--- src/rtl/avalon_st_uart_link_arbiter_pkg.sv ---
// Shared types and helpers for the Avalon-ST UART link arbiter.
package avalon_st_uart_pkg;

  typedef enum logic [1:0] {
    ST_IDLE = 2'd0,
    ST_TX   = 2'd1,
    ST_RSP  = 2'd2
  } link_state_t;

  localparam int DATA_W = 8;

  // The timer must be able to hold RESP_TIMEOUT itself so it can saturate without wrapping.
  function automatic int timer_width(input int timeout);
    return (timeout < 1) ? 1 : $clog2(timeout + 1);
  endfunction

endpackage

--- src/rtl/avalon_st_uart_link_arbiter_if.sv ---
// Requester, response, bridge and status signals of the link arbiter, bundled as one interface.
interface avalon_st_uart_link_arbiter_if #(
  parameter int NUM_REQ = 2
) ();
  import avalon_st_uart_pkg::*;

  logic [NUM_REQ-1:0]        req_valid;
  logic [NUM_REQ-1:0]        req_ready;
  logic [DATA_W*NUM_REQ-1:0] req_data;
  logic [NUM_REQ-1:0]        req_sop;
  logic [NUM_REQ-1:0]        req_eop;

  logic [NUM_REQ-1:0]        rsp_valid;
  logic [NUM_REQ-1:0]        rsp_ready;
  logic [DATA_W-1:0]         rsp_data;
  logic                      rsp_sop;
  logic                      rsp_eop;
  logic                      rsp_error;

  logic                      tx_valid;
  logic                      tx_ready;
  logic [DATA_W-1:0]         tx_data;
  logic                      tx_sop;
  logic                      tx_eop;

  logic                      rx_valid;
  logic                      rx_ready;
  logic [DATA_W-1:0]         rx_data;
  logic                      rx_sop;
  logic                      rx_eop;
  logic                      rx_error;

  logic [NUM_REQ-1:0]        grant;
  logic                      timeout;
  logic                      drop;

  // Arbiter side.
  modport slave (
    input  req_valid, req_data, req_sop, req_eop,
    output req_ready,
    output rsp_valid, rsp_data, rsp_sop, rsp_eop, rsp_error,
    input  rsp_ready,
    output tx_valid, tx_data, tx_sop, tx_eop,
    input  tx_ready,
    input  rx_valid, rx_data, rx_sop, rx_eop, rx_error,
    output rx_ready,
    output grant, timeout, drop
  );

  // Environment side: requesters plus the bridge.
  modport master (
    output req_valid, req_data, req_sop, req_eop,
    input  req_ready,
    input  rsp_valid, rsp_data, rsp_sop, rsp_eop, rsp_error,
    output rsp_ready,
    input  tx_valid, tx_data, tx_sop, tx_eop,
    output tx_ready,
    output rx_valid, rx_data, rx_sop, rx_eop, rx_error,
    input  rx_ready,
    input  grant, timeout, drop
  );

endinterface

--- src/rtl/avalon_st_uart_link_arbiter_rr_arbiter.sv ---
// Combinational round-robin picker: first requester strictly above the last owner, wrapping to 0.
module rr_arbiter #(
  parameter int N = 2
) (
  input  logic [N-1:0] req,
  input  logic [N-1:0] last,
  output logic [N-1:0] pick
);

  logic [N-1:0] above_last;
  logic [N-1:0] masked_req;
  logic [N-1:0] base;

  generate
    for (genvar gi = 0; gi < N; gi++) begin : g_mask
      if (gi == 0) begin : g_lsb
        assign above_last[gi] = 1'b0;
      end else begin : g_upper
        assign above_last[gi] = |last[gi-1:0];
      end
    end
  endgenerate

  // Nothing above the last owner means the search wraps and the lowest index wins.
  assign masked_req = req & above_last;
  assign base       = (|masked_req) ? masked_req : req;
  assign pick       = base & (~base + N'(1));

endmodule

--- src/rtl/avalon_st_uart_link_arbiter.sv ---
// Packet-level round-robin scheduler sharing one half-duplex Avalon-ST UART bridge among requesters.
module avalon_st_uart_link_arbiter
  import avalon_st_uart_pkg::*;
#(
  parameter int NUM_REQ       = 2,
  parameter int WAIT_RESPONSE = 1,
  parameter int RESP_TIMEOUT  = 65535
) (
  input logic                           clk,
  input logic                           reset_n,
  avalon_st_uart_link_arbiter_if.slave  bus
);

  localparam int                    TIMER_W    = timer_width(RESP_TIMEOUT);
  localparam logic [TIMER_W-1:0]    TIMER_LAST = TIMER_W'(RESP_TIMEOUT - 1);
  localparam logic [TIMER_W-1:0]    TIMER_MAX  = '1;
  localparam logic [NUM_REQ-1:0]    LAST_RESET = NUM_REQ'(1) << (NUM_REQ - 1);

  link_state_t          state_q, state_d;
  logic [NUM_REQ-1:0]   grant_q, grant_d;
  logic [NUM_REQ-1:0]   last_grant_q, last_grant_d;
  logic [TIMER_W-1:0]   timer_q, timer_d;
  logic                 timeout_q, timeout_d;
  logic                 drop_q, drop_d;

  logic [NUM_REQ-1:0]   candidates;
  logic [NUM_REQ-1:0]   strays;
  logic [NUM_REQ-1:0]   pick;
  logic [DATA_W-1:0]    lane_data [NUM_REQ];

  logic                 sel_valid;
  logic [DATA_W-1:0]    sel_data;
  logic                 sel_sop;
  logic                 sel_eop;
  logic                 owner_rsp_ready;

  logic [NUM_REQ-1:0]   req_ready_c;
  logic [NUM_REQ-1:0]   rsp_valid_c;
  logic                 tx_valid_c;
  logic                 rx_ready_c;

  generate
    for (genvar gi = 0; gi < NUM_REQ; gi++) begin : g_lane
      assign lane_data[gi] = bus.req_data[DATA_W*gi +: DATA_W];
    end
  endgenerate

  assign candidates = bus.req_valid & bus.req_sop;
  assign strays     = bus.req_valid & ~bus.req_sop;

  rr_arbiter #(
    .N (NUM_REQ)
  ) u_rr_arbiter (
    .req  (candidates),
    .last (last_grant_q),
    .pick (pick)
  );

  // Granted-lane mux; grant_q is one-hot or zero, so at most one lane is selected.
  always_comb begin
    sel_valid = 1'b0;
    sel_data  = '0;
    sel_sop   = 1'b0;
    sel_eop   = 1'b0;
    for (int i = 0; i < NUM_REQ; i++) begin
      if (grant_q[i]) begin
        sel_valid = bus.req_valid[i];
        sel_data  = lane_data[i];
        sel_sop   = bus.req_sop[i];
        sel_eop   = bus.req_eop[i];
      end
    end
  end

  assign owner_rsp_ready = |(grant_q & bus.rsp_ready);

  always_comb begin
    state_d      = state_q;
    grant_d      = grant_q;
    last_grant_d = last_grant_q;
    timer_d      = timer_q;
    timeout_d    = 1'b0;
    drop_d       = 1'b0;
    req_ready_c  = '0;
    rsp_valid_c  = '0;
    tx_valid_c   = 1'b0;
    rx_ready_c   = 1'b1;

    unique case (state_q)
      ST_IDLE: begin
        // Non-sop beats outside a granted packet are swallowed so they cannot wedge a requester.
        req_ready_c = strays;
        drop_d      = (|strays) | bus.rx_valid;
        if (|candidates) begin
          grant_d      = pick;
          last_grant_d = pick;
          state_d      = ST_TX;
        end
      end

      ST_TX: begin
        tx_valid_c  = sel_valid;
        req_ready_c = grant_q & {NUM_REQ{bus.tx_ready}};
        drop_d      = bus.rx_valid;
        if (sel_valid && bus.tx_ready && sel_eop) begin
          if (WAIT_RESPONSE != 0) begin
            state_d = ST_RSP;
            timer_d = '0;
          end else begin
            state_d = ST_IDLE;
            grant_d = '0;
          end
        end
      end

      ST_RSP: begin
        rx_ready_c  = owner_rsp_ready;
        rsp_valid_c = grant_q & {NUM_REQ{bus.rx_valid}};
        // An accepted eop takes priority over a timeout landing in the same cycle.
        if (bus.rx_valid && owner_rsp_ready) begin
          timer_d = '0;
          if (bus.rx_eop) begin
            state_d = ST_IDLE;
            grant_d = '0;
          end
        end else if (timer_q == TIMER_LAST) begin
          state_d   = ST_IDLE;
          grant_d   = '0;
          timeout_d = 1'b1;
        end else if (timer_q != TIMER_MAX) begin
          timer_d = timer_q + TIMER_W'(1);
        end
      end

      default: begin
        state_d = ST_IDLE;
        grant_d = '0;
      end
    endcase
  end

  always_ff @(posedge clk or negedge reset_n) begin
    if (!reset_n) begin
      state_q      <= ST_IDLE;
      grant_q      <= '0;
      last_grant_q <= LAST_RESET;
      timer_q      <= '0;
      timeout_q    <= 1'b0;
      drop_q       <= 1'b0;
    end else begin
      state_q      <= state_d;
      grant_q      <= grant_d;
      last_grant_q <= last_grant_d;
      timer_q      <= timer_d;
      timeout_q    <= timeout_d;
      drop_q       <= drop_d;
    end
  end

  assign bus.req_ready = req_ready_c;
  assign bus.tx_valid  = tx_valid_c;
  assign bus.tx_data   = sel_data;
  assign bus.tx_sop    = sel_sop;
  assign bus.tx_eop    = sel_eop;

  assign bus.rx_ready  = rx_ready_c;
  assign bus.rsp_valid = rsp_valid_c;
  assign bus.rsp_data  = bus.rx_data;
  assign bus.rsp_sop   = bus.rx_sop;
  assign bus.rsp_eop   = bus.rx_eop;
  assign bus.rsp_error = bus.rx_error;

  assign bus.grant     = grant_q;
  assign bus.timeout   = timeout_q;
  assign bus.drop      = drop_q;

endmodule
--- src/flat_wrapper.sv ---
// flat-port wrapper written by rule: the top's interface ports become plain ports
module avalon_st_uart_link_arbiter_flat import avalon_st_uart_pkg::*;
#(
  parameter int NUM_REQ       = 2,
  parameter int WAIT_RESPONSE = 1,
  parameter int RESP_TIMEOUT  = 65535
)
  (clk, reset_n, bus_req_valid, bus_req_data, bus_req_sop, bus_req_eop, bus_req_ready, bus_rsp_valid, bus_rsp_data, bus_rsp_sop, bus_rsp_eop, bus_rsp_error, bus_rsp_ready, bus_tx_valid, bus_tx_data, bus_tx_sop, bus_tx_eop, bus_tx_ready, bus_rx_valid, bus_rx_data, bus_rx_sop, bus_rx_eop, bus_rx_error, bus_rx_ready, bus_grant, bus_timeout, bus_drop);
  avalon_st_uart_link_arbiter_if #(.NUM_REQ(NUM_REQ)) bus_i ();
  input logic clk;
  input logic reset_n;
  input wire logic [$bits(bus_i.req_valid)-1:0] bus_req_valid;
  input wire logic [$bits(bus_i.req_data)-1:0] bus_req_data;
  input wire logic [$bits(bus_i.req_sop)-1:0] bus_req_sop;
  input wire logic [$bits(bus_i.req_eop)-1:0] bus_req_eop;
  output wire logic [$bits(bus_i.req_ready)-1:0] bus_req_ready;
  output wire logic [$bits(bus_i.rsp_valid)-1:0] bus_rsp_valid;
  output wire logic [$bits(bus_i.rsp_data)-1:0] bus_rsp_data;
  output wire logic [$bits(bus_i.rsp_sop)-1:0] bus_rsp_sop;
  output wire logic [$bits(bus_i.rsp_eop)-1:0] bus_rsp_eop;
  output wire logic [$bits(bus_i.rsp_error)-1:0] bus_rsp_error;
  input wire logic [$bits(bus_i.rsp_ready)-1:0] bus_rsp_ready;
  output wire logic [$bits(bus_i.tx_valid)-1:0] bus_tx_valid;
  output wire logic [$bits(bus_i.tx_data)-1:0] bus_tx_data;
  output wire logic [$bits(bus_i.tx_sop)-1:0] bus_tx_sop;
  output wire logic [$bits(bus_i.tx_eop)-1:0] bus_tx_eop;
  input wire logic [$bits(bus_i.tx_ready)-1:0] bus_tx_ready;
  input wire logic [$bits(bus_i.rx_valid)-1:0] bus_rx_valid;
  input wire logic [$bits(bus_i.rx_data)-1:0] bus_rx_data;
  input wire logic [$bits(bus_i.rx_sop)-1:0] bus_rx_sop;
  input wire logic [$bits(bus_i.rx_eop)-1:0] bus_rx_eop;
  input wire logic [$bits(bus_i.rx_error)-1:0] bus_rx_error;
  output wire logic [$bits(bus_i.rx_ready)-1:0] bus_rx_ready;
  output wire logic [$bits(bus_i.grant)-1:0] bus_grant;
  output wire logic [$bits(bus_i.timeout)-1:0] bus_timeout;
  output wire logic [$bits(bus_i.drop)-1:0] bus_drop;
  assign bus_i.req_valid = bus_req_valid;
  assign bus_i.req_data = bus_req_data;
  assign bus_i.req_sop = bus_req_sop;
  assign bus_i.req_eop = bus_req_eop;
  assign bus_req_ready = bus_i.req_ready;
  assign bus_rsp_valid = bus_i.rsp_valid;
  assign bus_rsp_data = bus_i.rsp_data;
  assign bus_rsp_sop = bus_i.rsp_sop;
  assign bus_rsp_eop = bus_i.rsp_eop;
  assign bus_rsp_error = bus_i.rsp_error;
  assign bus_i.rsp_ready = bus_rsp_ready;
  assign bus_tx_valid = bus_i.tx_valid;
  assign bus_tx_data = bus_i.tx_data;
  assign bus_tx_sop = bus_i.tx_sop;
  assign bus_tx_eop = bus_i.tx_eop;
  assign bus_i.tx_ready = bus_tx_ready;
  assign bus_i.rx_valid = bus_rx_valid;
  assign bus_i.rx_data = bus_rx_data;
  assign bus_i.rx_sop = bus_rx_sop;
  assign bus_i.rx_eop = bus_rx_eop;
  assign bus_i.rx_error = bus_rx_error;
  assign bus_rx_ready = bus_i.rx_ready;
  assign bus_grant = bus_i.grant;
  assign bus_timeout = bus_i.timeout;
  assign bus_drop = bus_i.drop;
  avalon_st_uart_link_arbiter #(.NUM_REQ(NUM_REQ), .WAIT_RESPONSE(WAIT_RESPONSE), .RESP_TIMEOUT(RESP_TIMEOUT)) u_core (.clk(clk), .reset_n(reset_n), .bus(bus_i));
endmodule
--- config.mk ---
export PLATFORM = sky130hd
export DESIGN_NAME = avalon_st_uart_link_arbiter_flat
export DESIGN_NICKNAME = d
export VERILOG_FILES = /design/src/rtl/avalon_st_uart_link_arbiter_pkg.sv /design/src/rtl/avalon_st_uart_link_arbiter_if.sv /design/src/rtl/avalon_st_uart_link_arbiter_rr_arbiter.sv /design/src/rtl/avalon_st_uart_link_arbiter.sv /design/src/flat_wrapper.sv
export SDC_FILE = /design/constraint.sdc
export NUM_CORES = 1
export LEC_CHECK = 0
export BUFFER_PORTS_ARGS = -buffer_cell sky130_fd_sc_hd__clkbuf_2
export CORE_MARGIN = 1.5
export CORE_UTILIZATION = 38
export DETAILED_ROUTE_END_ITERATION = 8
export GPL_ROUTABILITY_DRIVEN = 0
export PLACE_DENSITY = 0.69
export SLEW_MARGIN = 10
export SYNTH_ARGS = -nofsm -noshare
export SYNTH_HDL_FRONTEND = slang
export SYNTH_SLANG_ARGS = --single-unit
export TNS_END_PERCENT = 10
--- constraint.sdc ---
create_clock -name clk -period 3.3 [get_ports clk]
set_input_delay 0.165 -clock clk [delete_from_list [all_inputs] [get_ports clk]]
set_output_delay 0.165 -clock clk [all_outputs]
set_load 0.02 [all_outputs]
==> reports/metrics.cfg, run 1 <==
[layout]
nFillCells = 447
layout_common_cells = clkbuf_2, nand2_1, dfrtp_1
regArea_um2 = 576
design_area_um2 = 1930
num_antenna_cells = 0
multiInputGateArea_um2 = 961
layout.cells.most_common = clkbuf_2
finalNetCount = 278
drive_above_1_share_pct = 27.1
area_growth_pct = 14.5

[setup_path]
cp.arrival_ns = 2.60
critPathKind = register to register
cp_slowest_stage_delay_ns = 0.92
path_cells = nand3b_1 -> a22oi_1 -> a21oi_1 -> o21bai_1 -> o2bb2ai_1
endpoint_kind = register
cp_data_required_time_ns = 3.49
slowest_stage = a21oi_1
reg2reg_from = u_core.bus.grant[1]
cp-startpoint = u_core.bus.grant[1]
start_kind = register
r2r_slack_ns = 0.89
cp_max_fo = 21

[yosys]
yosysTopAreaCellShare_pct = 34.1
avgSynthCellArea_um2 = 8.39
synth.largest_area_cell = dfrtp_1
syn-num-nets = 242
seq_area_frac_synth_pct = 34.1
synth_edf_count = 0
postSynth.asyncResetShare_pct = 100
synth_cells = 201
yosysWarnings = 0
synthFlopType = dfrtp_1
synthTopCellsByArea = dfrtp_1, buf_4, nand2_1
synth-seq-cells = 23
syn_area_um2 = 1690
yosys.cell_types.count = 49

[clock_tree]
h-tree-depth = 1
clock_latency_ns = 0.26
numCtsBuffers = 3
tritoncts = built
clockBufferDepth = 2
clock_sinks = 23
postCtsSetupBuffers = 0
path_clk_slew_ns = 0.08
root_buffer = clkbuf_8

[global_routing]
antenna_found_initial = 0
busiest_layer = met2
use_met1_pct = 23.5
use_met3_pct = 2.33
grt_pass1_vias = 1449
use_met2_pct = 25.1
grt_first_pass_wirelength_um = 6640
overflow = 0
grt.total_usage_pct = 16.4
grt_max_degree = 24

[floorplanning]
die_w_um = 69.6
core-area_um2 = 4320
dieHeight_um = 69.6
io_pins = 70
rows = 24
dieArea_um2 = 4850
initial_core_util_pct = 39.0

[sta]
final.min_clock_period_ns = 2.41
max_freq_mhz = 415
clock_skew_ns = 0.00163
tightest_slew_ns = 1.15
slew_violations = 0
finalCritPeriodShare_pct = 73.0
hold_viol = 0
rsz0062_at_grt = no
setup_ws_ns = 0.891
setup_tns_ns = 0
relSlewSlack_pct = 23.5
setup_viol = 0

[detailed_routing]
drtIter0Drc = 145
routed_wl_um = 3960
ant_nets = 0
vias = 1593
routedWlPerCell_um = 13.7
drtPass1Iterations = 5
routed_via_density = 5.53
drc_errors = 0

[placement]
place_area_um2 = 1880
hpwl_um = 2930
pre_cts_slack_ns = 0.920
portBuffers = 49

[pwr]
power_frac_clock_pct = 15.3
p_leak_uw = 0.000903
ir_drop_v = 0.000266
pwr-share-comb_pct = 47.0
internal_power_uw = 625
cellPowerDensity_nw_per_um2 = 598
sw_frac_of_total_pct = 45.9
switchingPower_uw = 531
seqPwrFrac_pct = 37.7

[status]
status = finished clean

[hold_path]
hp-start = bus_rx_valid
hold_path.class = primary input to register

[run]
cap_violations = 0

==> per-stage QoR <==
stage / util [%] / instances / power (uW) / hold slack [ns]
after floorplan: - / 201 / 829 / -0.131
after global placement: 43.4 / 283 / 976 / 0.188
after detailed placement: 43.4 / 283 / 984 / 0.199
after CTS: 44.7 / 288 / 1160 / 0.173
after global routing: 44.7 / 288 / 1240 / 0.186
final: 44.7 / 288 / 1160 / 0.179
==> cells in the mapped netlist, types with 4 or more instances <==
cell	instances
inv_1	8
o21ai_0	5
or4_1	6
o211ai_1	6
buf_4	12
a22o_1	9
clkbuf_1	4
nand3_1	13
nor2_1	12
nand4_1	8
a21oi_1	10
and3_1	5
dfrtp_1	23
nand2_1	23
==> power groups by stage <==
stage	logic (uW)	registers, uW	clock network [uW]
finish	544	435	177
CTS	547	433	184
global route	598	448	198
detailed placement	544	439	0
global placement	540	436	0
floorplan	441	388	0
==> metal layers <==
metal	vias up	share of wire, %
li1	806	-
met1	752	49
met2	28	46
met3	7	3.6
met4	0	1.5
met5	-	0
==> final cells by class <==
type / instances / area share [%]
Tap cell: 52 / 3.37
Inverter: 8 / 1.55
Sequential cell: 23 / 29.8
Clock buffer: 4 / 2.33
Timing Repair Buffer: 50 / 13.2
Multi-Input combinational cell: 151 / 49.7
==> state kept, by name, summed over array words and instances (netlist names) <==
signal and count:
u_core.bus.drop 1, u_core.bus.grant 2, u_core.bus.timeout 1, u_core.last_grant_q 1
u_core.state_q 2, u_core.timer_q 16
==> what timing repair did <==
item,in CTS,in global routing
hold buffers,1,0
hold endpoints to repair,23,0
endpoints found under the setup margin,0,0
gates resized for setup,0,0
==> critical path: cells and delay by family (launching register included) <==
family	cells	cell delay [ns]
DFF	1	0.71
and+or+nand+nor	1	0.20
AOI/OAI and AO/OA	4	1.43
==> path summary, 6_finish.rpt <==
check	to	cells after the start
max	u_core.timer_q[1]	5
min	u_core.bus.drop	3
max reg2reg	u_core.timer_q[1]	5
min reg2reg	u_core.last_grant_q[0]	1
max in group asynchronous	u_core.state_q[1]	2
min in group asynchronous	u_core.timer_q[12]	2
==> logic make-up after synthesis <==
logic type                 synth area share (%)
AOI/OAI and AO/OA                          22.9
adders and majority gates                  1.48
buffers and inverters                      8.90
DFF                                        34.1
muxes                                      1.85
and+or+nand+nor                            30.7
No activity file was read; power rests on OpenSTA's default activity.
==> run 2, diff against run 1 <==
==> constraint.sdc (replaced) <==
create_clock -name clk -period 2.35 [get_ports clk]
set_input_delay 0.1175 -clock clk [delete_from_list [all_inputs] [get_ports clk]]
set_output_delay 0.1175 -clock clk [all_outputs]
set_load 0.02 [all_outputs]
==> reports/metrics.cfg, run 2 (synthesized netlist as in run 1, its figures left out) <==
[status]
status = finished clean

[sta]
max_freq_mhz = 479
setup_viol = 0
relSlewSlack_pct = 53.9
rsz0062_at_grt = no
setup_tns_ns = 0
whs_ns = 0.127
tightest_slew_ns = 0.692
setup_ws_ns = 0.262
final.min_clock_period_ns = 2.09
clock_skew_ns = 0.00364
slew_violations = 0
finalCritPeriodShare_pct = 88.8
hold_viol = 0

[setup_path]
start_kind = register
cp_max_fo = 6
critPathKind = register to register
endpoint_kind = register
cp.arrival_ns = 2.29
cp_data_required_time_ns = 2.55

[clock_tree]
numCtsBuffers = 3
path_clk_slew_ns = 0.09
root_buffer = clkbuf_8
h-tree-depth = 1
clock_sinks = 23
clock_latency_ns = 0.26
clockBufferDepth = 2
tritoncts = built

[layout]
largest_register = u_core.timer_q
largest_register_ff_count = 16
layout_common_cells = clkbuf_2, nand2_1, dfrtp_1
finalNetCount = 280
num_antenna_cells = 0
drive_above_1_share_pct = 28.2
area_growth_pct = 15.5
layout.cells.most_common = clkbuf_2
finalNonFillerCells = 290

[floorplanning]
initial_core_util_pct = 39.0
dieHeight_um = 69.6
core-area_um2 = 4320
io_pins = 70
die_w_um = 69.6
dieArea_um2 = 4850
rows = 24

[global_routing]
grt_pass1_vias = 1402
antenna_found_initial = 0
grt_first_pass_wirelength_um = 6290
grt_max_degree = 24
overflow = 0
grt.total_usage_pct = 15.4

[detailed_routing]
drtPass1Iterations = 4
routed_via_density = 5.53
ant_nets = 0
routed_wl_um = 3930
vias = 1604
drc_errors = 0
routedWlPerCell_um = 13.6
drtIter0Drc = 118

[placement]
pre_cts_slack_ns = 0.307
placedCellCount = 285
portBuffers = 49
hpwl_um = 2890

[hold_path]
hold_path.class = primary input to register

[pwr]
cellPowerDensity_nw_per_um2 = 848
finalPower_uw = 1650
ir_drop_v = 0.000302
p_leak_uw = 0.000915

[run]
cap_violations = 0

==> run 2: changes by cell type in the layout (fill, tap and decap cells not counted), sizes merged <==
| cell | change |
|---|---|
| buf | +2 |
| clkbuf | -1 |
| clkinv | +1 |
==> run 2: per-layer routing <==
metal	part of all wire, %	vias up	track usage [%]
met2	49	27	26.8
met4	0.36	0	3.63
met1	48	758	20.3
met3	3.4	2	2.03
met5	0	-	0
li1	-	817	-
==> run 2: power breakdown <==
part	total, uW	internal, uW	switching, uW
Clock	253	118	135
Combinational	816	308	508
Sequential	582	467	116
Total	1650	893	758
==> run 2: area by class of cell <==
class                      instances  area, um2
fill                             450       2380
clock buffer                       3       41.3
clock inverter                     1       5.00
tap                               52       65.1
multi-input combinational        151        961
timing repair buffer              52        270
sequential                        23        576
inverter                           8       30.0
==> run 2: worst paths after layout <==
path,slack (ns),to,cells past startpoint,startpoint
worst max-delay path,0.26,u_core.timer_q[13],7,u_core.timer_q[0]
worst min-delay path,0.13,u_core.bus.drop,3,bus_rx_valid
worst max register to register,0.26,u_core.timer_q[13],7,u_core.timer_q[0]
worst min register to register,0.53,u_core.last_grant_q[0],1,u_core.last_grant_q[0]
max in group asynchronous,1.58,u_core.state_q[0],2,reset_n
min in group asynchronous,0.38,u_core.timer_q[5],2,reset_n
==> run 2: timing repair <==
item,in CTS,in global routing
endpoints found under the hold margin,23,0
hold buffers,1,0
gates resized for setup,0,0
buffers inserted,0,0
==> run 2: stage by stage <==
step	utilization, %	instance area (um2)
after floorplan	-	1690
after global placement	43.8	1890
after detailed placement	43.8	1890
after CTS	45.1	1950
after global routing	45.1	1950
final	45.1	1950
==> run 2: critical path: stages, from the launching register on <==
cell,delay [ns]
dfrtp_1,0.41
inv_1,0.07
ha_1,0.21
or2_2,0.32
nor3b_1,0.17
a211o_1,0.32
or4_1,0.41
nand3_1,0.10
